--- config.mk ---
export PLATFORM = sky130hd
export DESIGN_NAME = output_trans
export DESIGN_NICKNAME = d
export VERILOG_FILES = /design/src/rtl/output_trans_pkg.sv /design/src/rtl/output_trans_wino_1d_out.sv /design/src/rtl/output_trans.sv
export SDC_FILE = /design/constraint.sdc
export NUM_CORES = 2
export LEC_CHECK = 0
export BUFFER_PORTS_ARGS = -buffer_cell sky130_fd_sc_hd__buf_2
export CELL_PAD_IN_SITES_DETAIL_PLACEMENT = 0
export CELL_PAD_IN_SITES_GLOBAL_PLACEMENT = 1
export CORE_MARGIN = 1
export CORE_UTILIZATION = 49
export CTS_BUF_LIST = sky130_fd_sc_hd__clkbuf_16
export DETAILED_ROUTE_END_ITERATION = 16
export GPL_ROUTABILITY_DRIVEN = 0
export HOLD_SLACK_MARGIN = 0.02
export PLACE_DENSITY_LB_ADDON = 0.1
export SLEW_MARGIN = 20
export SYNTH_ARGS = -nofsm -noshare
export SYNTH_HDL_FRONTEND = slang
export SYNTH_SLANG_ARGS = --single-unit
--- constraint.sdc ---
create_clock -name clk -period 27.8 [get_ports clk]
set_input_delay 8.34 -clock clk [delete_from_list [all_inputs] [get_ports clk]]
set_output_delay 8.34 -clock clk [all_outputs]
set_load 0.01 [all_outputs]
--- src/rtl/output_trans_pkg.sv ---
// Shared constants, state encoding and int8 saturation for the Winograd
// F(2x2,3x3) output transform.
package output_trans_pkg;

  localparam int PROD_W_DEF = 16;
  localparam int ACC_W_DEF  = 24;

  localparam int TILE_IN  = 4;
  localparam int TILE_OUT = 2;

  localparam int INT8_MAX = 127;
  localparam int INT8_MIN = -128;

  typedef enum logic [1:0] {
    ST_ACC = 2'd0,
    ST_ROW = 2'd1,
    ST_COL = 2'd2,
    ST_OUT = 2'd3
  } state_t;

  function automatic logic [7:0] sat_int8(input logic signed [63:0] v);
    if (v > 64'(INT8_MAX)) begin
      return 8'(INT8_MAX);
    end else if (v < 64'(INT8_MIN)) begin
      return 8'(INT8_MIN);
    end else begin
      return v[7:0];
    end
  endfunction

endpackage

--- src/rtl/output_trans_wino_1d_out.sv ---
// 1-D Winograd output transform A^T = [1 1 1 0; 0 1 -1 -1] on four signed
// inputs; outputs grow by two bits so no intermediate can overflow.
module wino_1d_out #(
  parameter int W = 24
) (
  input  logic signed [W-1:0] a,
  input  logic signed [W-1:0] b,
  input  logic signed [W-1:0] c,
  input  logic signed [W-1:0] d,
  output logic signed [W+1:0] y0,
  output logic signed [W+1:0] y1
);

  always_comb begin
    y0 = (W+2)'(a) + (W+2)'(b) + (W+2)'(c);
    y1 = (W+2)'(b) - (W+2)'(c) - (W+2)'(d);
  end

endmodule

--- src/rtl/output_trans.sv ---
// Winograd F(2x2,3x3) output transform: accumulates 4x4 product tiles over
// channels, then applies A^T*M*A, requantises and emits a 2x2 int8 tile.
module output_trans
  import output_trans_pkg::*;
#(
  parameter int PROD_W = PROD_W_DEF,
  parameter int ACC_W  = ACC_W_DEF
) (
  input  logic                 clk,
  input  logic                 rst,
  input  logic                 in_valid,
  output logic                 in_ready,
  input  logic                 in_last,
  input  logic [16*PROD_W-1:0] in_data,
  input  logic [3:0]           shift,
  output logic                 out_valid,
  input  logic                 out_ready,
  output logic [31:0]          out_data
);

  localparam int NUM_ELEM = TILE_IN * TILE_IN;

  state_t                  state;
  logic                    first;
  logic [3:0]              shift_q;
  logic signed [ACC_W-1:0] acc [NUM_ELEM];
  logic signed [ACC_W+1:0] t_d [TILE_OUT][TILE_IN];
  logic signed [ACC_W+1:0] t_q [TILE_OUT][TILE_IN];
  logic signed [ACC_W+3:0] y_d [TILE_OUT][TILE_OUT];
  logic signed [ACC_W+3:0] y_sh [TILE_OUT][TILE_OUT];
  logic [31:0]             out_data_d;

  assign in_ready = (state == ST_ACC);

  // Column j of the accumulator feeds one row-stage transform: T(:,j) = A^T * acc(:,j)
  for (genvar j = 0; j < TILE_IN; j++) begin : g_row
    wino_1d_out #(.W(ACC_W)) u_row (
      .a  (acc[j]),
      .b  (acc[TILE_IN + j]),
      .c  (acc[2*TILE_IN + j]),
      .d  (acc[3*TILE_IN + j]),
      .y0 (t_d[0][j]),
      .y1 (t_d[1][j])
    );
  end

  for (genvar i = 0; i < TILE_OUT; i++) begin : g_col
    wino_1d_out #(.W(ACC_W+2)) u_col (
      .a  (t_q[i][0]),
      .b  (t_q[i][1]),
      .c  (t_q[i][2]),
      .d  (t_q[i][3]),
      .y0 (y_d[i][0]),
      .y1 (y_d[i][1])
    );
  end

  always_comb begin
    out_data_d = '0;
    for (int unsigned i = 0; i < TILE_OUT; i++) begin
      for (int unsigned j = 0; j < TILE_OUT; j++) begin
        y_sh[i][j] = y_d[i][j] >>> shift_q;
        out_data_d[8*(2*i+j) +: 8] = sat_int8(64'(y_sh[i][j]));
      end
    end
  end

  always_ff @(posedge clk or posedge rst) begin
    if (rst) begin
      state     <= ST_ACC;
      first     <= 1'b1;
      shift_q   <= '0;
      out_valid <= 1'b0;
      out_data  <= '0;
      for (int unsigned k = 0; k < NUM_ELEM; k++) begin
        acc[k] <= '0;
      end
      for (int unsigned i = 0; i < TILE_OUT; i++) begin
        for (int unsigned j = 0; j < TILE_IN; j++) begin
          t_q[i][j] <= '0;
        end
      end
    end else begin
      case (state)
        ST_ACC: begin
          if (in_valid) begin
            // First beat of a tile overwrites rather than adds, so no clear cycle is needed
            for (int unsigned k = 0; k < NUM_ELEM; k++) begin
              acc[k] <= (first ? '0 : acc[k])
                        + ACC_W'(signed'(in_data[PROD_W*k +: PROD_W]));
            end
            first <= 1'b0;
            if (in_last) begin
              shift_q <= shift;
              state   <= ST_ROW;
            end
          end
        end
        ST_ROW: begin
          t_q   <= t_d;
          state <= ST_COL;
        end
        ST_COL: begin
          out_data  <= out_data_d;
          out_valid <= 1'b1;
          state     <= ST_OUT;
        end
        ST_OUT: begin
          if (out_ready) begin
            out_valid <= 1'b0;
            first     <= 1'b1;
            state     <= ST_ACC;
          end
        end
        default: state <= ST_ACC;
      endcase
    end
  end

endmodule

==> impl_metrics.toml <==
[timing]
timing.final.hold_violations = 0
fmax_mhz = 81.89
tightestPinTransition_ps = 1095
setup_viol = 0
finalMaxSlewViolations = 0
relSlewSlack = 0.2603
post-route-period-util = 0.4393
min_period_ps = 12210
finalSetupTns_ps = 0
clock_skew_ps = 61.91
rsz0062_at_grt = "false"

[cells_and_area]
layout_commonest_cell = "nand2_1"
layout-drive-gt1-share = 0.07812
fin_nets = 9891
area_growth_syn_to_layout_pct = 7.881
final_cell_mix = "nand2_1 (875), inv_1 (780), o21ai_0 (770), ha_1 (684), nor2_1 (645)"
fill_cells = 13610

[detailed_routing]
ant_nets = 0
dr.pass1.iters = 6
vias = 63340
drt-initial-drc-count = 6100
drt-total-wl_um = 235800
wire_per_inst_um = 22.30
drcViolationCount = 0
post_drt_via_cell_ratio = 5.990

[grt]
grt_pass1_wl_um = 360600
grt_pass1_vias = 59010
antenna_found_initial = 11
grt_max_degree = 160
grtUsageTotal = 0.3196
grt_overflow = 0

[clocking]
cts-root-buf = "clkbuf_16"
cts_tree = "yes"
clock-sinks = 632
htreeDepth = 3
post_cts.repair.setup_buffers = 0
clk_pin_slew_ps = 60
holdBufCountCts = 0
clock_path_buffers = 3
insertion_delay_ps = 720
cts_resized = 0
numCtsBuffers = 80

[synth]
async_flop_share = 1.000
synth-edff-count = 0
yosys_warnings = 0
avgSynthCellArea_um2 = 8.276
ys.flop_type = "dfrtp_1"
netlist_area_mm2 = 0.07042
synthCells = 8509
yosysSeqAreaShare = 0.2246
ys_types = 111
syn_nets = 9778
synth-seq-cells = 632

[setup_path]
critPathTopFamily = "compound AO/OA/AOI/OAI gates"
critical_path_arrival_ps = 12750
worstSetupPathType = "in -> reg"
crit_fanout = 3
crit_required_ps = 28340
path_buf_inv = 1
path_cells = "buf_2 > ha_1 > a21o_1 > a21o_1 > a2111oi_0 > nor3_1 > a211o_1 > o31ai_1 > o21ai_0 > o41ai_1 > o21ai_0 > o2111a_1 > a211oi_1 > o221ai_1"
critPathLaunchType = "input pin"
cp_slowest_cell = "a2111oi_0"
endpoint_kind = "register"
r2r_setup_slack_ps = 20780
max_stage_delay_ps = 750

[floorplan]
die_area_mm2 = 0.1452
die_y_um = 381.1
initial_core_util = 0.4956
die_x_um = 381.1
rows = 138
io_pins = 299
core_mm2 = 0.1421

[place]
hpwl_um = 189000
portBuffers = 298

[min_path]
hp-class = "reg -> reg"

[flow_run]
maxCapViolCount = 0

[run_status]
status = "completed"
==> cells by family after synthesis <==
logic type / Yosys count / synth area share
multiplexers: 239 / 0.04127
flip-flops: 632 / 0.2246
adder cells (fa/ha/maj): 1004 / 0.2123
buffers and inverters: 1083 / 0.05996
AND/OR/NAND/NOR: 2633 / 0.1760
AO/OA/AOI/OAI: 2419 / 0.2238
XOR/XNOR: 499 / 0.06206
==> layout make-up <==
cell class | count | area [um2] | share of cell area
Multi-Input combinational cell | 6794 | 50410 | 0.6635
Sequential cell | 632 | 15830 | 0.2084
Inverter | 770 | 2902 | 0.03819
Tap cell | 1890 | 2365 | 0.03113
Clock buffer | 80 | 2002 | 0.02635
Timing Repair Buffer | 344 | 1878 | 0.02472
Clock inverter | 59 | 575.6 | 0.007576
Antenna cell | 4 | 10.01 | 0.0001318
==> synthesized netlist by cell type (193+ instances only) <==
master	count	area (um2)
nand2_1	876	3288
o21ai_0	770	3854
inv_1	767	2879
ha_1	686	8583
nor2_1	645	2421
dfrtp_1	631	15790
a21oi_1	479	2397
fa_1	318	6366
xnor2_1	269	2356
clkbuf_1	248	930.9
nor2b_1	240	1501
xor2_1	230	2014
nor3_1	198	991.0
a21o_1	193	1449
==> metrics by stage <==
stage | hold slack (ps) | cell area (um2) | utilization | worst slack, ps | instances
final | 473.8 | 75970 | 0.5346 | 15590 | 10570
after global routing | 497.6 | 75960 | 0.5346 | 15350 | 10570
after CTS | 479.1 | 75960 | 0.5345 | 15700 | 10570
after detailed placement | 466.0 | 73380 | 0.5164 | 15040 | 10430
after global placement | 460.4 | 73380 | 0.5164 | 15030 | 10430
after floorplan | 448.5 | 70420 | - | 1759 | 8509
==> worst register-to-register path, cell delays in order, from the launching register on <==
cell and delay (ps):
dfstp_4 1030, buf_4 530, buf_12 510, nand2b_1 460, inv_1 60, ha_1 260, a21o_1 200, a21o_1 210
a2111oi_0 750, nor3_1 150, a211o_1 380, o31ai_1 440, o21ai_0 330, o41ai_1 500, o21ai_0 290, o2111a_1 310
a211oi_1 280, o221ai_1 180
==> path summary, 6_finish.rpt <==
kind                              start  endpoint  cells past startpoint
max in group asynchronous           rst  acc[268]                      4
setup / recovery           in_data[177]  acc[119]                     14
min in group asynchronous           rst  acc[309]                      2
hold reg to reg                 acc[70]   acc[70]                      2
setup reg to reg                  first  acc[119]                     17
hold / removal                  acc[70]   acc[70]                      2
==> state kept, by name, indices dropped and copies added, names as in the netlist <==
signal / cells
out_data: 32
acc: 384
state: 2
t_q: 208
shift_q: 4
first: 1
out_valid: 1
==> routing by layer <==
layer | wire [um] | share of wire | global-route usage
met5 | 60 | 0.00025 | 0
met1 | 114700 | 0.49 | 0.4891
met3 | 15220 | 0.065 | 0.03792
met4 | 7952 | 0.034 | 0.09698
met2 | 97820 | 0.41 | 0.4654
Power is not shown: default switching activity piles up to over one toggle a cycle in this logic, so the estimate is an artifact.
